[src/rtl/bp_be_idiv_seq.sv]
// Sequential restoring radix-2 integer divider, one quotient bit per cycle,
// with signed/unsigned operands and fixed width_p+2 cycle latency.
module bp_be_idiv_seq #(
  parameter int unsigned width_p = 64
) (
  input  logic               clk_i,
  input  logic               reset_i,
  input  logic [width_p-1:0] dividend_i,
  input  logic [width_p-1:0] divisor_i,
  input  logic               signed_div_i,
  input  logic               v_i,
  output logic               ready_o,
  output logic [width_p-1:0] quotient_o,
  output logic [width_p-1:0] remainder_o,
  output logic               v_o,
  input  logic               yumi_i
);

  localparam int unsigned cnt_w_lp = $clog2(width_p);
  localparam logic [cnt_w_lp-1:0] cnt_last_lp = cnt_w_lp'(width_p - 1);

  typedef enum logic [1:0] {StIdle, StCalc, StSign, StDone} state_e;

  state_e              state_q;
  logic [cnt_w_lp-1:0] cnt_q;
  logic [width_p:0]    rem_q;
  logic [width_p-1:0]  quo_q;
  logic [width_p-1:0]  dvs_q;
  logic [width_p-1:0]  dend_orig_q;
  logic                signed_q, dend_neg_q, dvs_neg_q, dvs_zero_q;

  logic                dend_neg, dvs_neg, ge;
  logic [width_p-1:0]  dend_abs, dvs_abs;
  logic [width_p:0]    rem_shift, rem_diff;

  always_comb begin
    dend_neg  = signed_div_i & dividend_i[width_p-1];
    dvs_neg   = signed_div_i & divisor_i[width_p-1];
    dend_abs  = dend_neg ? -dividend_i : dividend_i;
    dvs_abs   = dvs_neg ? -divisor_i : divisor_i;
    // Dividend bits shift out of the quotient register into the partial remainder.
    rem_shift = {rem_q[width_p-1:0], quo_q[width_p-1]};
    rem_diff  = rem_shift - {1'b0, dvs_q};
    // A set top bit means the partial remainder already exceeds any divisor.
    ge        = (rem_shift >= {1'b0, dvs_q}) | rem_q[width_p];
  end

  always_ff @(posedge clk_i or posedge reset_i) begin
    if (reset_i) begin
      state_q     <= StIdle;
      cnt_q       <= '0;
      rem_q       <= '0;
      quo_q       <= '0;
      dvs_q       <= '0;
      dend_orig_q <= '0;
      signed_q    <= 1'b0;
      dend_neg_q  <= 1'b0;
      dvs_neg_q   <= 1'b0;
      dvs_zero_q  <= 1'b0;
    end else begin
      unique case (state_q)
        StIdle: begin
          if (v_i) begin
            state_q     <= StCalc;
            cnt_q       <= '0;
            rem_q       <= '0;
            quo_q       <= dend_abs;
            dvs_q       <= dvs_abs;
            dend_orig_q <= dividend_i;
            signed_q    <= signed_div_i;
            dend_neg_q  <= dend_neg;
            dvs_neg_q   <= dvs_neg;
            dvs_zero_q  <= (divisor_i == '0);
          end
        end
        StCalc: begin
          rem_q <= ge ? rem_diff : rem_shift;
          quo_q <= {quo_q[width_p-2:0], ge};
          cnt_q <= cnt_q + 1'b1;
          if (cnt_q == cnt_last_lp) begin
            state_q <= StSign;
          end
        end
        StSign: begin
          state_q <= StDone;
          if (dvs_zero_q) begin
            quo_q <= '1;
            rem_q <= {1'b0, dend_orig_q};
          end else if (signed_q) begin
            if (dend_neg_q ^ dvs_neg_q) begin
              quo_q <= -quo_q;
            end
            if (dend_neg_q) begin
              rem_q <= {1'b0, -rem_q[width_p-1:0]};
            end
          end
        end
        StDone: begin
          if (yumi_i) begin
            state_q <= StIdle;
          end
        end
        default: state_q <= StIdle;
      endcase
    end
  end

  assign ready_o     = (state_q == StIdle);
  assign v_o         = (state_q == StDone);
  assign quotient_o  = quo_q;
  assign remainder_o = rem_q[width_p-1:0];

endmodule

[config.mk]
export PLATFORM = sky130hd
export DESIGN_NAME = bp_be_idiv_seq
export DESIGN_NICKNAME = d
export VERILOG_FILES = /design/src/rtl/bp_be_idiv_seq.sv
export SDC_FILE = /design/constraint.sdc
export NUM_CORES = 1
export LEC_CHECK = 0
export BUFFER_PORTS_ARGS = -buffer_cell sky130_fd_sc_hd__buf_2
export CORE_MARGIN = 2
export CORE_UTILIZATION = 26
export CTS_CLUSTER_DIAMETER = 120
export DETAILED_ROUTE_END_ITERATION = 10
export GPL_ROUTABILITY_DRIVEN = 0
export PLACE_DENSITY = 0.41
export SLEW_MARGIN = 10
export SYNTH_ARGS = -nofsm -noshare
export SYNTH_HDL_FRONTEND = slang
export SYNTH_SLANG_ARGS = --single-unit
export TNS_END_PERCENT = 50
[constraint.sdc]
create_clock -name clk_i -period 20.6 [get_ports clk_i]
set_input_delay 3.09 -clock clk_i [delete_from_list [all_inputs] [get_ports clk_i]]
set_output_delay 3.09 -clock clk_i [all_outputs]
set_load 0.02 [all_outputs]
Word-level counts from Yosys, hierarchy flattened

Cells that the tools add are included.

Register bits after elaboration: 269
Logic and storage cells: 59

Add/sub/neg operators: 6
Magnitude comparators: 1
Equal/unequal tests: 10
Muxes and demuxes: 19
Bitwise logic cells: 4
Reductions and logical operators: 9

Operators with widths:

| operator                                                              | count |
|---|---|
| 64-bit 2-to-1 mux                                                     | 6 |
| 65-bit 2-to-1 mux                                                     | 5 |
| 64-bit negation                                                       | 4 |
| 65-bit one-hot mux with 3 select lines                                | 1 |
| 64-bit one-hot mux with 3 select lines                                | 1 |
| 65-bit by 64-bit greater-or-equal comparator with 1-bit output        | 1 |
| 65-bit by 64-bit subtractor with 65-bit output                        | 1 |
| 64-bit logical NOT                                                    | 1 |
| 6-bit one-hot mux with 2 select lines                                 | 1 |
| 3-bit != test, second input constant                                  | 3 |
| 2-bit one-hot mux with 4 select lines                                 | 1 |
| 4-bit AND reduction                                                   | 2 |
| 6-bit by 1-bit adder with 6-bit output, second input constant         | 1 |
| 6-bit equality test, second input constant                            | 1 |
| 2-bit 2-to-1 mux                                                      | 3 |
| 6-bit 2-to-1 mux                                                      | 1 |
| 2-bit equality test, second input constant                            | 2 |
| 2-bit != test, second input constant                                  | 2 |
| 2-bit AND reduction                                                   | 2 |
| 3-bit AND reduction                                                   | 1 |
| 3-bit nonzero test                                                    | 1 |
| 1-bit bitwise AND                                                     | 2 |
| 2-bit by 1-bit equality test with 1-bit output, second input constant | 1 |
| 2-bit logical NOT                                                     | 1 |
| 4 further kinds                                                       | 4 |

Logic depth before layout (Yosys ltp)

Depth after elaboration: 5
Mapped depth: 15
Depth with buffers taken out: 14

Least setup slack after synthesis

OpenSTA, ideal clock, no wires.

Kind: input to register
Start: in divisor_i[4]
End: reg dvs_q[62]
Setup time: 0.133 ns
Data arrival time: 5.895 ns
Slack: 14.572 ns
Cell stages on the path: 10
Cells stage by stage: or4_1 -> nor4_1 -> nand3_1 -> or2_2 -> clkbuf_1 -> nor2_1 -> nand3_1 -> o41ai_1 -> xor2_1 -> o21ai_0

Cells in the longest elaborated chain, start to end: 2

RTL lines:

| item                 | RTL line | RTL |
|---|---|---|
| start, declared      | 9        | `input logic [width_p-1:0] divisor_i,` |
| 64-bit negation      | 40       | `dvs_abs = dvs_neg ? -divisor_i : divisor_i;` |
| 64-bit 2-to-1 mux    | 40       |  |
| end signal, assigned | 68       | `dvs_q <= dvs_abs;` |
| end, declared        | 28       | `logic [width_p-1:0] dvs_q;` |

No other way between the ends.
A chain may end at the register's enable or synchronous reset.

Worst setup path after layout

Same ends and word-level chain as after synthesis.

==> flow_summary.ini <==
[run_status]
status = completed

[sta]
hold_viol = 0
period_needed_ns = 6.45
skew_ns = 0.0251
layout_setup_ws_ns = 14.15
fmax_ghz = 0.155
fin_setup_tns_ns = 0
slew_headroom_pct = 24.9
tightest_slew_ns = 1.12
drv_slew = 0
finalSetupViolCount = 0
whs_ns = 0.473
fin_crit_sh_pct = 31.3
grt_setup_unrepaired = false

[setup_path]
worstPathArrival_ns = 6.86
critical_path.max_stage_delay_ns = 0.82
r2r_start = rem_q[30]
cpMostUsedCell = nand3_1
cp.required_ns = 21.01
critPathKind = in -> reg
crit_path_end_kind = flop
crit_path_start = divisor_i[4]
critPathLaunchType = primary input
cp_max_fo = 6
slowest_stage = nor4_1
path_cells = buf_2 -> or4_1 -> nor4_1 -> nand3_1 -> or2_2 -> nor2_1 -> nand3_1 -> o41ai_1 -> xor2_1 -> o21ai_0

[hold_path]
min_from = dvs_q[23]
min_path_type = reg -> reg

[power_and_ir_drop]
power_density_mw_per_mm2 = 189
ir_drop_uv = 103
p_leak_nw = 10.6

[global_routing]
grt.overflow.total = 0
grt_pass1_vias = 21254
grt_max_degree = 106
antenna_found_initial = 10
grtUsageTotal_pct = 19.9
grt_pass1_wl_um = 139000

[layout]
utilization_pct = 29.7
fillCellCount = 9379
multi_input_area_mm2 = 0.0143
final_layout_size_suffix_gt1_share_pct = 16.0
fin_nets = 3195
design_area_mm2 = 0.0257
seq_area_mm2 = 0.00674
area_growth_pct = 13.8

[route]
num_vias = 22006
vias_per_cell = 5.27
drt_iter0_drc = 1741
wire_per_inst_um = 21.9
drc = 0
ant_nets = 0
routed_wl_um = 91200
dr.pass1.iters = 6

[die]
die_h_um = 299
fp-row-count = 108
start_util_pct = 26.1
core_mm2 = 0.0865
pin_count = 263
die-area_mm2 = 0.0893
die_w_um = 299

[clock_network]
tritoncts = built
cts_setup_buffers = 0
ctsLongestPathBuffers = 3
numCtsBuffers = 38
cts_hold_buf = 0
htreeDepth = 2
clock-root-buffer = clkbuf_16
path_clk_slew_ns = 0.05
cts.sinks = 269
cts_resized = 0
insertion_delay_ns = 0.57

[yosys]
synth-main-ff-cell = dfrtp_1
ys_seq_area_share_pct = 29.8
ys_types = 71
netlist_area_mm2 = 0.0226
synth_area_per_cell_um2 = 7.78
synth_seq_cells = 269
synth.net_count = 3112
yosysWarnings = 0
synthArstFlopShare_pct = 100
syn-instance-count = 2905
synth-edff-count = 0

[placement]
placed_area_mm2 = 0.0245
post-place-ws_ns = 13.54
dpl.hpwl_um = 69300
port_buffers = 262

[job]
cap_violations = 0
[metrics by stage]
| step | std cells | total power, mW |
|---|---|---|
| floorplan | 2905 | 3.23 |
| global placement | 4103 | 4.14 |
| detailed placement | 4103 | 4.17 |
| CTS | 4167 | 4.87 |
| global route | 4170 | 5.28 |
| finish | 4173 | 4.86 |
[kinds of logic after synthesis]
group,after synthesis,synth area share [%]
compound gates,912,24.7
buf+inv,356,7.01
simple gates,957,20.2
flops,269,29.8
fa+ha+maj,74,4.13
xor+xnor,227,8.79
mux,110,5.40
[sequential cells by signal, indices dropped and copies added (netlist names), 2 cells and up]
name,cells
state_q,2
dvs_q,64
cnt_q,6
quotient_o,64
rem_q,65
dend_orig_q,64
[power breakdown]
group          switching (mW)  internal (mW)  total (mW)
combinational            1.95           1.12        3.06
clock                   0.264          0.406       0.670
sequential              0.341          0.781        1.12
total                    2.55           2.30        4.86
[cell type report]
type	count	share of cell area, %
antenna	6	0.0584
clock buffer	56	4.43
clock inverter	8	0.409
inverter	107	1.59
multi-input combinational	2280	55.7
sequential	269	26.2
tap	1155	5.62
timing repair buffer	292	5.97
[placed cells by master (no fill, tap or decap), types with 42 or more instances in the layout]
cell | Yosys | final
nand2_1 | 306 | 305
nor3_1 | 79 | 78
nand3_1 | 55 | 55
buf_2 | 1 | 262
mux2_2 | 96 | 96
ha_1 | 73 | 70
xor2_1 | 139 | 139
or3_1 | 52 | 52
nor2_1 | 243 | 242
nor4_1 | 42 | 42
dfrtp_1 | 269 | 268
xnor2_1 | 88 | 88
o21ai_0 | 336 | 336
a21oi_1 | 227 | 227
inv_1 | 107 | 106
[final timing paths]
check	end	slack, ns	cells after the start
min reg2reg	dvs_q[23]	0.47	2
max	dvs_q[62]	14.15	10
min	dvs_q[23]	0.47	2
min in group asynchronous	quotient_o[9]	2.64	2
max in group asynchronous	dvs_zero_q	16.51	3
max reg2reg	rem_q[55]	15.59	11
[Yosys cell counts (17+ instances only)]
library cell    n  area [µm²]
o21ai_0       336        1680
nand2_1       306        1150
dfrtp_1       269        6730
nor2_1        243         912
a21oi_1       227        1140
clkbuf_1      170         638
xor2_1        139        1220
inv_1         107         402
mux2_2         96        1080
xnor2_1        88         771
nor3_1         79         395
ha_1           73         913
buf_4          64         480
nand3_1        55         275
or3_1          52         325
nor4_1         42         263
a21o_1         36         270
o211ai_1       36         270
nand4_1        33         206
o31ai_1        33         248
a31oi_1        32         200
a221oi_1       31         272
or4_1          30         225
o21a_1         29         218
and2_1         20         125
nand2b_1       20         125
a211oi_1       18         135
o41ai_1        17         149
[per-layer routing]
layer	vias up	track usage [%]	wire, µm
li1	10634	-	-
met1	10527	29.3	44600
met4	0	5.60	2440
met5	-	0	0
met2	730	30.7	40000
met3	115	2.21	4180
[worst max-delay path, delay by kind of cell]
kind	cells	cell delay, ns
AO/OA/AOI/OAI	2	0.54
buffers and inverters	1	0.12
AND/OR/NAND/NOR	6	2.92
XOR/XNOR	1	0.19
Note: power is estimated with default switching activity, not from simulation.
